===== src/rtl/seg_reader_pkg.sv =====
// Shared definitions for the seven-segment display path: legal patterns,
// reader FSM states and the pattern-to-value decoder.
package seg_pkg;

   // Legal segment patterns (bit 7 is the minus segment)
   localparam logic [7:0] PAT_P0 = 8'h3F;
   localparam logic [7:0] PAT_P1 = 8'h06;
   localparam logic [7:0] PAT_P2 = 8'h5B;
   localparam logic [7:0] PAT_P3 = 8'h4F;
   localparam logic [7:0] PAT_N4 = 8'hE6;
   localparam logic [7:0] PAT_N3 = 8'hCF;
   localparam logic [7:0] PAT_N2 = 8'hDB;
   localparam logic [7:0] PAT_N1 = 8'h86;

   typedef enum logic {
      WAIT = 1'b0,
      HOLD = 1'b1
   } state_t;

   // Returns {legal, value[2:0]}; value is two's complement, 0 when illegal.
   function automatic logic [3:0] seg_decode(input logic [7:0] pattern);
      logic [3:0] res;
      case (pattern)
         PAT_P0:  res = {1'b1, 3'b000};
         PAT_P1:  res = {1'b1, 3'b001};
         PAT_P2:  res = {1'b1, 3'b010};
         PAT_P3:  res = {1'b1, 3'b011};
         PAT_N4:  res = {1'b1, 3'b100};
         PAT_N3:  res = {1'b1, 3'b101};
         PAT_N2:  res = {1'b1, 3'b110};
         PAT_N1:  res = {1'b1, 3'b111};
         default: res = 4'b0000;
      endcase
      return res;
   endfunction

endpackage


===== src/rtl/seg_reader_if.sv =====
// Bus between the segment display under observation / the value consumer
// and the seg_reader block.
interface seg_reader_if #(
   parameter int NBITS_SEG = 8,
   parameter int NBITS_ERR = 8
);
   logic [NBITS_SEG-1:0] seg_in;
   logic                 ovf_in;
   logic                 out_ready;
   logic                 out_valid;
   logic [2:0]           value;
   logic                 ovf_out;
   logic                 err;
   logic [NBITS_ERR-1:0] err_count;

   // Environment side: drives the display lines and the consumer ready
   modport master (
      output seg_in, ovf_in, out_ready,
      input  out_valid, value, ovf_out, err, err_count
   );

   // Reader side
   modport slave (
      input  seg_in, ovf_in, out_ready,
      output out_valid, value, ovf_out, err, err_count
   );
endinterface


===== src/rtl/seg_reader_stability.sv =====
// Input sampler and debounce counter. stable_o is high when the registered
// pattern has been seen on STABLE_CYCLES consecutive samples and the live
// input still matches it.
module seg_stability #(
   parameter int STABLE_CYCLES = 4,
   parameter int NBITS_SEG     = 8
) (
   input  logic                 clk_i,
   input  logic                 rst_ni,
   input  logic [NBITS_SEG-1:0] seg_i,
   input  logic                 ovf_i,
   output logic [NBITS_SEG-1:0] seg_o,
   output logic                 ovf_o,
   output logic                 stable_o
);
   localparam logic [3:0] CNT_MAX = 4'(STABLE_CYCLES - 1);

   logic [NBITS_SEG-1:0] seg_q;
   logic                 ovf_q;
   logic [3:0]           stab_cnt_q;
   logic [3:0]           stab_cnt_d;
   logic                 same;

   assign same = (seg_i == seg_q);

   // Restart on any change, otherwise count up and park at CNT_MAX
   always_comb begin
      stab_cnt_d = stab_cnt_q;
      if (!same)
         stab_cnt_d = '0;
      else if (stab_cnt_q != CNT_MAX)
         stab_cnt_d = stab_cnt_q + 4'd1;
   end

   // Sample the display lines every cycle and advance the counter
   always_ff @(posedge clk_i or negedge rst_ni) begin
      if (!rst_ni) begin
         seg_q      <= '0;
         ovf_q      <= 1'b0;
         stab_cnt_q <= '0;
      end else begin
         seg_q      <= seg_i;
         ovf_q      <= ovf_i;
         stab_cnt_q <= stab_cnt_d;
      end
   end

   assign seg_o    = seg_q;
   assign ovf_o    = ovf_q;
   assign stable_o = same && (stab_cnt_q == CNT_MAX);
endmodule


===== src/rtl/seg_reader.sv =====
// Seven-segment display reader: debounces the segment bus, reports each
// distinct stable legal pattern once as a signed 3-bit value over
// valid/ready, and counts illegal patterns.
module seg_reader
   import seg_pkg::*;
#(
   parameter int STABLE_CYCLES = 4,
   parameter int NBITS_SEG     = 8,
   parameter int NBITS_ERR     = 8
) (
   input  logic      clk_2,
   input  logic      reset_n,
   seg_reader_if.slave bus
);
   logic [NBITS_SEG-1:0] seg_q;
   logic                 ovf_q;
   logic                 stable;

   state_t               state_q;
   logic [NBITS_SEG-1:0] last_pat_q;
   logic                 last_pat_vld_q;
   logic                 out_valid_q;
   logic [2:0]           value_q;
   logic                 ovf_out_q;
   logic                 err_q;
   logic [NBITS_ERR-1:0] err_count_q;

   logic [3:0]           dec;
   logic                 new_pat;

   seg_stability #(
      .STABLE_CYCLES (STABLE_CYCLES),
      .NBITS_SEG     (NBITS_SEG)
   ) u_stab (
      .clk_i    (clk_2),
      .rst_ni   (reset_n),
      .seg_i    (bus.seg_in),
      .ovf_i    (bus.ovf_in),
      .seg_o    (seg_q),
      .ovf_o    (ovf_q),
      .stable_o (stable)
   );

   assign dec     = seg_decode(seg_q);
   // A pattern that already produced a report is never reported twice in a row
   assign new_pat = stable && (!last_pat_vld_q || (seg_q != last_pat_q));

   // Reader FSM: accept new stable patterns in WAIT, hold the value in HOLD
   always_ff @(posedge clk_2 or negedge reset_n) begin
      if (!reset_n) begin
         state_q        <= WAIT;
         last_pat_q     <= '0;
         last_pat_vld_q <= 1'b0;
         out_valid_q    <= 1'b0;
         value_q        <= '0;
         ovf_out_q      <= 1'b0;
         err_q          <= 1'b0;
         err_count_q    <= '0;
      end else begin
         err_q <= 1'b0;
         case (state_q)
            WAIT: begin
               if (new_pat) begin
                  last_pat_q     <= seg_q;
                  last_pat_vld_q <= 1'b1;
                  if (dec[3]) begin
                     value_q     <= dec[2:0];
                     ovf_out_q   <= ovf_q;
                     out_valid_q <= 1'b1;
                     state_q     <= HOLD;
                  end else begin
                     err_q <= 1'b1;
                     if (err_count_q != '1)
                        err_count_q <= err_count_q + NBITS_ERR'(1);
                  end
               end
            end
            HOLD: begin
               if (bus.out_ready) begin
                  out_valid_q <= 1'b0;
                  state_q     <= WAIT;
               end
            end
            default: state_q <= WAIT;
         endcase
      end
   end

   assign bus.out_valid = out_valid_q;
   assign bus.value     = value_q;
   assign bus.ovf_out   = ovf_out_q;
   assign bus.err       = err_q;
   assign bus.err_count = err_count_q;
endmodule


===== src/flat_wrapper.sv =====
// flat-port wrapper written by rule: the top's interface ports become plain ports
module seg_reader_flat import seg_pkg::*;
#(
   parameter int STABLE_CYCLES = 4,
   parameter int NBITS_SEG     = 8,
   parameter int NBITS_ERR     = 8
)
  (clk_2, reset_n, bus_seg_in, bus_ovf_in, bus_out_ready, bus_out_valid, bus_value, bus_ovf_out, bus_err, bus_err_count);
  seg_reader_if #(.NBITS_SEG(NBITS_SEG), .NBITS_ERR(NBITS_ERR)) bus_i ();
  input  logic clk_2;
  input  logic reset_n;
  input wire logic [$bits(bus_i.seg_in)-1:0] bus_seg_in;
  input wire logic [$bits(bus_i.ovf_in)-1:0] bus_ovf_in;
  input wire logic [$bits(bus_i.out_ready)-1:0] bus_out_ready;
  output wire logic [$bits(bus_i.out_valid)-1:0] bus_out_valid;
  output wire logic [$bits(bus_i.value)-1:0] bus_value;
  output wire logic [$bits(bus_i.ovf_out)-1:0] bus_ovf_out;
  output wire logic [$bits(bus_i.err)-1:0] bus_err;
  output wire logic [$bits(bus_i.err_count)-1:0] bus_err_count;
  assign bus_i.seg_in = bus_seg_in;
  assign bus_i.ovf_in = bus_ovf_in;
  assign bus_i.out_ready = bus_out_ready;
  assign bus_out_valid = bus_i.out_valid;
  assign bus_value = bus_i.value;
  assign bus_ovf_out = bus_i.ovf_out;
  assign bus_err = bus_i.err;
  assign bus_err_count = bus_i.err_count;
  seg_reader #(.STABLE_CYCLES(STABLE_CYCLES), .NBITS_SEG(NBITS_SEG), .NBITS_ERR(NBITS_ERR)) u_core (.clk_2(clk_2), .reset_n(reset_n), .bus(bus_i));
endmodule

===== config.mk =====
export PLATFORM = sky130hd
export DESIGN_NAME = seg_reader_flat
export DESIGN_NICKNAME = d
export VERILOG_FILES = /design/src/rtl/seg_reader_pkg.sv /design/src/rtl/seg_reader_if.sv /design/src/rtl/seg_reader_stability.sv /design/src/rtl/seg_reader.sv /design/src/flat_wrapper.sv
export SDC_FILE = /design/constraint.sdc
export NUM_CORES = 1
export LEC_CHECK = 0
export ABC_AREA = 0
export ABC_CLOCK_PERIOD_IN_PS = 2310
export CAP_MARGIN = 20
export CORE_MARGIN = 4
export CORE_UTILIZATION = 40
export DETAILED_ROUTE_END_ITERATION = 7
export GPL_TIMING_DRIVEN = 0
export PLACE_DENSITY_LB_ADDON = 0.12
export RECOVER_POWER = 50
export SLEW_MARGIN = 10
export SYNTH_ARGS = -nofsm -noshare
export SYNTH_HDL_FRONTEND = slang
export SYNTH_SLANG_ARGS = --single-unit

===== constraint.sdc =====
create_clock -name clk_2 -period 2.31 [get_ports clk_2]
set_clock_uncertainty 0.15 [all_clocks]
set_input_delay 0.462 -clock clk_2 [delete_from_list [all_inputs] [get_ports clk_2]]
set_output_delay 0.462 -clock clk_2 [all_outputs]
set_load 0.01 [all_outputs]

==> results.toml, run 1 <==
[timing]
fin_ws_ps = 10.7
rsz0062_at_grt = "yes"
finalMaxSlewViolations = 0
hold_viol = 0
timing.fmax_mhz = 435
setup_violations = 0
timing.hold.ws_ps = 118
tightest_slew_ps = 823
relSlewSlack = 0.451
tns_ps = 0
fin_crit_ps = 2300
period_share = 0.995

[clock_network]
cts_tree = "done"
clk_pin_slew_worst_paths_ps = 80
cts_max_level = 2
clockBufferDepth = 2
cts_buffers = 5
clockRootBuffer = "clkbuf_8"
clk_latency_ps = 290
cts.sinks = 37

[synth]
netlist_instances = 155
synth_top_area_cell = "dfrtp_1"
synth.area.top_cells = "dfrtp_1 (50%), xor2_1 (7.6%), mux2_2 (6.7%)"
yosys.area.top_type_share = 0.501
yosysSeqAreaShare = 0.501
synthArstFlopShare = 1.00
ys_ff_latch = 37
synth-edff-count = 0
syn_area_um2 = 1850
syn-num-nets = 169
synthDistinctLibCells = 42
avgSynthCellArea_um2 = 11.9
synthFlopType = "dfrtp_1"
ys_warn_count = 0

[global_routing]
grt_usage = 0.128
grt_max_degree = 38
antenna_found_initial = 0
grt_pass1_wl_um = 6000
grt_overflow = 0
grt_pass1_vias = 1320

[layout]
final_cell_area_um2 = 2470
final_cell_mix = "dfrtp_1 (36), clkdlybuf4s50_1 (18), buf_4 (16), xor2_1 (15), xnor2_1 (9)"
final_nets = 214
area_delta_synth_final_pct = 33.6
n_fill_cell = 367
diodes = 0
final_layout_size_suffix_gt1_frac = 0.294
final_common_cell = "dfrtp_1"

[pwr]
power_density_nw_per_um2 = 543
power.leakage_nw = 1.14
ir_drop_mv = 0.313

[floorplanning]
die_w_um = 75.9
dieArea_um2 = 5770
die_height_um = 75.9
io_pins = 26
start_util = 0.418
num_rows = 24
coreArea_um2 = 4410

[flow_run]
maxCapViolCount = 0

[drt]
dr.pass1.iters = 4
via_count = 1325
drt-wirelength-per-cell_um = 14.7
remaining_drc_errors = 0
wl_um = 3720
viasPerCell = 5.24
drt_first_iter_violations = 89
antenna_left = 0

[setup_path]
crit_type = "reg2reg"
start_kind = "register"
path_buf_inv = 1
end_kind = "register"
critical_path_arrival_ps = 2330
slowest_stage = "dfrtp_1"
crit_fanout = 8
crit_path_max_incr_delay_ps = 400
cp.required_ps = 2340
path_cells = "buf_4 -> or3_1 -> a211o_1 -> nand3_4 -> nor3b_4 -> mux2_4"
crit_family = "simple AND/OR/NAND/NOR gates"

[placed_design]
post-dp-hpwl_um = 2600
io_buffer_count = 25
routabilityCongestion = 0.813
place_ws_ps = -511
dpl_cell_area_um2 = 2160

[run_status]
status = "completed"

[hold_path]
hp-class = "in2async"
## synth_stat cells, types with 3 or more instances
cell	number
nor4_1	8
o21ai_0	5
nand2_1	8
buf_6	3
buf_2	3
nand4_1	6
xor2_1	16
xnor2_1	9
mux2_2	11
dfrtp_1	37
nand3_1	6
nor2_1	6
nand2b_1	4
## power breakdown
part | leakage [nW] | total (W) | switching, W | internal [W]
sequential | 0.495 | 0.000663 | 0.00000781 | 0.000656
combinational | 0.586 | 0.0000982 | 0.0000530 | 0.0000452
clock | 0.0574 | 0.000579 | 0.000228 | 0.000351
## final timing paths
path / endpoint / cells after the start / startpoint / slack [ps]
min: u_core.bus.err_count[5] / 1 / reset_n / 120
min in group clk_2: u_core.u_stab.seg_o[6] / 1 / bus_seg_in[6] / 220
min reg2reg: u_core.last_pat_vld_q / 1 / u_core.last_pat_vld_q / 340
max: u_core.bus.ovf_out / 6 / u_core.u_stab.seg_o[6] / 10
max in group asynchronous: u_core.u_stab.seg_o[5] / 1 / reset_n / 1320
max reg2reg: u_core.bus.ovf_out / 6 / u_core.u_stab.seg_o[6] / 10
## what timing repair did
action,in CTS,in global routing
pin swaps,5,5
hold buffers,0,0
endpoints found under the setup margin,14,19
buffers inserted,7,8
resized for setup,6,21
## cells by family after synthesis
group,synth area share
AND/OR/NAND/NOR,0.213
flip-flops,0.501
XOR/XNOR,0.119
multiplexers,0.0786
AO/OA/AOI/OAI,0.0407
buffers and inverters,0.0345
adder cells (fa/ha/maj),0.0135
## layer usage
layer	GRT usage	vias to the layer above	share of wire	wire length [um]
li1	-	638	-	-
met1	0.150	656	0.43	1600
met2	0.206	25	0.52	1930
met3	0.0545	6	0.042	156
met4	0.0463	0	0.010	38
met5	0	-	0	0
## registers in the layout (all words and copies together), names as in the netlist
| name | count |
|---|---|
| u_core.bus.ovf_out | 1 |
| u_core.bus.out_valid | 1 |
| u_core.bus.err_count | 8 |
| u_core.u_stab.ovf_o | 1 |
| u_core.state_q | 1 |
| u_core.u_stab.stab_cnt_q | 4 |
| u_core.bus.err | 1 |
| u_core.last_pat_vld_q | 1 |
| u_core.bus.value | 3 |
| u_core.u_stab.seg_o | 8 |
| u_core.last_pat_q | 8 |
## through the flow
stage,total power (W),instances,util
floorplan,0.000719,155,-
global placement,0.000762,232,0.490
detailed placement,0.000763,232,0.489
CTS,0.00135,247,0.531
global route,0.00139,253,0.559
finish,0.00134,253,0.559
## layout make-up
type | count | area (um2) | share of cell area
multi-input cells | 109 | 938 | 0.380
flip-flops and latches | 37 | 927 | 0.376
repair buffers | 39 | 352 | 0.142
clock buffers | 6 | 82.6 | 0.0335
well taps | 52 | 65.1 | 0.0264
plain buffers | 7 | 61.3 | 0.0248
clock inverters | 2 | 37.5 | 0.0152
inverters | 1 | 3.75 | 0.00152
Note: power is estimated with default switching activity, not from simulation.
==> run 2: changes to the inputs <==
--- a/config.mk
+++ b/config.mk
@@ -17,4 +17,5 @@
 export SLEW_MARGIN = 10
 export SYNTH_ARGS = -nofsm -noshare
 export SYNTH_HDL_FRONTEND = slang
+export SYNTH_HIERARCHICAL = 1
 export SYNTH_SLANG_ARGS = --single-unit
==> results.toml, run 2 <==
[clock_network]
cts_tree = "done"
cts_max_level = 2
clockBufferDepth = 2
cts.sinks = 37
clockRootBuffer = "clkbuf_8"
clk_pin_slew_worst_paths_ps = 70
cts_buffers = 5
hold_buffers = 0
clk_latency_ps = 290

[synth]
synth_top_area_cell = "dfrtp_1"
synth-xor-area-share = 0.110
synthAdderAreaFrac = 0.0137
synth_mux_area_frac = 0.0857
syn-num-nets = 170
synthDistinctLibCells = 38
yosys.area_share.simple = 0.205
synthArstFlopShare = 1.00
yosys-top-cells-count = "dfrtp_1 (37), xor2_1 (14), nand2_1 (12)"
syn_area_um2 = 1820
yosysSeqAreaShare = 0.508
yosys.area.top_type_share = 0.508
synthFlopType = "dfrtp_1"
synth-compound-area-share = 0.0425
synth-edff-count = 0
post-synth-top-count-cell = "dfrtp_1"
ys_ff_latch = 37
netlist_instances = 156
avgSynthCellArea_um2 = 11.7
synth.area.top_cells = "dfrtp_1 (51%), xor2_1 (6.7%), mux2_2 (4.3%)"
synth_top_family_by_area = "simple AND/OR/NAND/NOR gates"
ys_warn_count = 6

[setup_path]
ff2ff_setup_slack_ps = 70
start_kind = "register"
crit_fanout = 6
crit_end = "u_core/last_pat_q[0]"
cp.required_ps = 2330
r2r_end = "u_core/last_pat_q[0]"
critPathLaunch = "u_core/u_stab/seg_o[7]"
end_kind = "register"
rr_worst_depth = 8
crit_type = "reg2reg"
critical_path_arrival_ps = 2270
reg2reg_from = "u_core/u_stab/seg_o[7]"

[placed_design]
post-dp-hpwl_um = 2470
place_ws_ps = -714
routabilityCongestion = 0.800
io_buffer_count = 25

[pwr]
power.leakage_nw = 1.15
switchingPower_w = 0.000291
intPower_w = 0.000977
finalPower_w = 0.00127
power_frac_comb = 0.082
switching_share = 0.230
power_density_nw_per_um2 = 510
ir_drop_mv = 0.312
pwr-share-clk = 0.395
pwr-share-seq = 0.523

[hold_path]
hp-class = "in2async"

[layout]
final_cell_mix = "dfrtp_1 (33), buf_4 (24), clkdlybuf4s50_1 (15), xor2_1 (14), nand2_1 (12)"
final_layout_size_suffix_gt1_frac = 0.330
diodes = 0
final_common_cell = "dfrtp_1"
final_nets = 225
area_delta_synth_final_pct = 36.4
n_fill_cell = 360

[floorplanning]
start_util = 0.416
coreArea_um2 = 4380
die_height_um = 75.5
dieArea_um2 = 5700
io_pins = 26
die_w_um = 75.5
num_rows = 24

[drt]
drt_first_iter_violations = 63
viasPerCell = 5.11
antenna_left = 0
dr.pass1.iters = 4
wl_um = 3680
remaining_drc_errors = 0
via_count = 1349
drt-wirelength-per-cell_um = 13.9

[timing]
finalMaxSlewViolations = 0
period_share = 0.971
rsz0062_at_grt = "yes"
relSlewSlack = 0.385
setup_violations = 0
tightest_slew_ps = 922
timing.fmax_mhz = 446
hold_viol = 0
fin_ws_ps = 66.3
fin_crit_ps = 2240

[global_routing]
grt_max_degree = 38
antenna_found_initial = 0
grt_usage = 0.141
grt_overflow = 0
grt_pass1_wl_um = 6070
grt_pass1_vias = 1341

[run_status]
status = "completed"

[flow_run]
maxCapViolCount = 0
-- run 2: area by class of cell --
| class | count | area [um2] | share of cell area |
|---|---|---|---|
| clock inverter | 1 | 5.00 | 0.00201 |
| tap | 52 | 65.1 | 0.0261 |
| multi-input combinational | 109 | 910 | 0.366 |
| sequential | 37 | 931 | 0.374 |
| timing repair buffer | 48 | 412 | 0.165 |
| inverter | 3 | 11.3 | 0.00452 |
| clock buffer | 7 | 96.3 | 0.0387 |
| buffer | 7 | 58.8 | 0.0236 |
-- run 2: what timing repair did --
action,4_1_cts,5_1_grt
gates resized for setup,21,10
pin swaps,11,12
setup endpoints to repair,21,18
buffers inserted,14,10
-- run 2: routing by layer --
metal | up-vias | GRT usage | share of wire
met5 | - | 0 | 0
met4 | 0 | 0.0718 | 0.016
met3 | 8 | 0.0303 | 0.034
met2 | 23 | 0.234 | 0.52
met1 | 660 | 0.171 | 0.43
li1 | 658 | - | -
-- run 2: cell families after synthesis --
logic type      after synthesis
compound gates               12
flops                        37
buf+inv                      10
mux                          14
fa+ha+maj                     2
simple gates                 58
xor+xnor                     23
-- run 2: per-stage QoR --
stage          instances   util  hold WS (ps)  setup TNS [ps]  area (um2)
2_1_floorplan        156      -          16.4               0        1820
3_3_place_gp         233  0.488           290          -17320        2140
3_5_place_dp         233  0.487           295          -10970        2130
4_1_cts              255  0.543           155               0        2380
5_1_grt              264  0.568           230            -145        2490
6_report             264  0.568           148               0        2490
-- run 2: worst max-delay path, cell delays in order, from the launching register on --
cell,delay [ps]
dfrtp_2,420
buf_4,160
xor2_1,150
nor4_1,290
a41o_1,250
buf_6,150
buf_6,120
buf_4,110
mux2_2,320
-- run 2: how the worst min path moves through the flow --
stage / start / to / slack, ps / cells after the start
global route: reset_n / u_core/bus.err_count[6] / 230 / 1
floorplan: reset_n / u_core/bus.err / 20 / 0
CTS: reset_n / u_core/u_stab/seg_o[3] / 160 / 1
detailed placement: u_core/u_stab/ovf_o / u_core/bus.ovf_out / 300 / 1
finish: reset_n / u_core/last_pat_q[3] / 150 / 1
global placement: u_core/u_stab/ovf_o / u_core/bus.ovf_out / 290 / 1
-- run 2: power groups by stage --
stage	Clock (W)	Sequential [W]	Combinational, W
2_1_floorplan	0	0.000676	0.0000423
3_3_place_gp	0	0.000679	0.0000819
3_5_place_dp	0	0.000679	0.0000831
4_1_cts	0.000512	0.000667	0.0000839
5_1_grt	0.000538	0.000665	0.000114
6_report	0.000501	0.000664	0.000104
==> run 3: changes to the inputs <==
--- a/config.mk
+++ b/config.mk
@@ -9,7 +9,8 @@
 export ABC_CLOCK_PERIOD_IN_PS = 2310
 export CAP_MARGIN = 20
 export CORE_MARGIN = 4
-export CORE_UTILIZATION = 40
+export CORE_UTILIZATION = 48
+export CTS_CLUSTER_SIZE = 24
 export DETAILED_ROUTE_END_ITERATION = 7
 export GPL_TIMING_DRIVEN = 0
 export PLACE_DENSITY_LB_ADDON = 0.12
==> results.toml, run 3 (synthesis gave the netlist of run 2 again) <==
[floorplanning]
start_util = 0.498
io_pins = 26
dieArea_um2 = 4850
die_w_um = 69.7
die_height_um = 69.7
coreArea_um2 = 3660
num_rows = 22

[timing]
timing.hold.ws_ps = 150
finalMaxSlewViolations = 0
timing.fmax_mhz = 447
fin_crit_ps = 2240
rsz0062_at_grt = "yes"
hold_viol = 0
setup_violations = 0
tightest_slew_ps = 902
relSlewSlack = 0.398
period_share = 0.968
fin_ws_ps = 73.2

[clock_network]
clockBufferDepth = 2
cts_buffers = 5
cts_tree = "done"
clk_pin_slew_worst_paths_ps = 70
clockRootBuffer = "clkbuf_8"
cts_max_level = 2
clk_latency_ps = 280
cts.sinks = 37
hold_buffers = 0

[pwr]
ir_drop_mv = 0.482
power.leakage_nw = 1.11
pwr-share-clk = 0.460
power_frac_comb = 0.068
intPower_w = 0.00113
switching_share = 0.197
switchingPower_w = 0.000277
pwr-share-seq = 0.472
power_density_nw_per_um2 = 562

[layout]
final_nets = 212
diodes = 0
final_cell_mix = "dfrtp_1 (33), clkdlybuf4s50_1 (15), xor2_1 (14), nand2_1 (12), buf_4 (9)"
final_cells = 247
area_delta_synth_final_pct = 37.1
fin_util = 0.683
final_common_cell = "dfrtp_1"
final_cell_area_um2 = 2500
final_layout_size_suffix_gt1_frac = 0.296

[setup_path]
r2r_end = "u_core/bus.err_count[1]"
start_kind = "primary input"
ff2ff_setup_slack_ps = 80
critPathLaunch = "bus_seg_in[6]"
critical_path_arrival_ps = 2260
cp.required_ps = 2330
crit_fanout = 6
end_kind = "register"
rr_worst_depth = 5
reg2reg_from = "u_core/bus.err_count[0]"
crit_end = "u_core/bus.err_count[7]"
crit_type = "in2reg"

[drt]
remaining_drc_errors = 0
drt_first_iter_violations = 58
antenna_left = 0
dr.pass1.iters = 4
viasPerCell = 5.30
wl_um = 3510
drt-wirelength-per-cell_um = 14.2
via_count = 1308

[flow_run]
maxCapViolCount = 0

[placed_design]
dpl.cell_count = 229
routabilityCongestion = 0.819
post-dp-hpwl_um = 2390
place_ws_ps = -716
dpl_cell_area_um2 = 2130
io_buffer_count = 25

[global_routing]
grt_pass1_vias = 1295
antenna_found_initial = 0
grt_usage = 0.150
grt_pass1_wl_um = 5780
grt_overflow = 0
grt_max_degree = 38

[hold_path]
hp-class = "in2async"

[run_status]
status = "completed"
## run 3: what timing repair did
item,in CTS,in global routing
endpoints found under the setup margin,21,18
gates cloned,1,1
gates resized for setup,18,30
setup buffers,3,5
pin swaps,10,12
## run 3: layout make-up
| class | count | area, um2 |
|---|---|---|
| clock buffers | 5 | 68.8 |
| multi-input cells | 109 | 948 |
| well taps | 48 | 60.1 |
| fillers | 285 | 1160 |
| flip-flops and latches | 37 | 931 |
| clock inverters | 3 | 65.1 |
| inverters | 3 | 11.3 |
| plain buffers | 7 | 85.1 |
| repair buffers | 35 | 332 |
## run 3: worst max-delay path, cell delays in order
cell and delay, ps:
dlygate4sd2_1 250, xnor2_1 200, nand4_2 150, nor3_2 210
nand2_1 110, a41o_4 280, buf_12 150, nor3_4 120
mux2_4 310
## run 3: layer usage
metal  global-route usage  up-vias  share of wire
li1                     -      632              -
met1                0.170      651           0.42
met2                0.271       23           0.54
met3               0.0449        2          0.035
met4               0.0447        0         0.0037
met5                    0        -              0
## run 3: per-stage QoR
step,power (W),TNS (ps)
2_1_floorplan,0.000718,0
3_3_place_gp,0.000761,-16380
3_5_place_dp,0.000762,-11130
4_1_cts,0.00141,0
5_1_grt,0.00147,-47.4
6_report,0.00141,0
## run 3: power by group through the flow
| stage | sequential (W) | clock, W | combinational, W |
|---|---|---|---|
| after global placement | 0.000678 | 0 | 0.0000821 |
| after CTS | 0.000666 | 0.000664 | 0.0000821 |
| final | 0.000663 | 0.000647 | 0.0000960 |
| after global routing | 0.000664 | 0.000702 | 0.000107 |
| after detailed placement | 0.000679 | 0 | 0.0000833 |
| after floorplan | 0.000676 | 0 | 0.0000423 |
## run 3: worst min path at each step
stage	start	end
5_1_grt	reset_n	u_core/last_pat_q[3]
6_report	reset_n	u_core/bus.err
4_1_cts	reset_n	u_core/bus.err_count[6]
3_3_place_gp	u_core/u_stab/ovf_o	u_core/bus.ovf_out
2_1_floorplan	reset_n	u_core/bus.err
3_5_place_dp	u_core/u_stab/ovf_o	u_core/bus.ovf_out
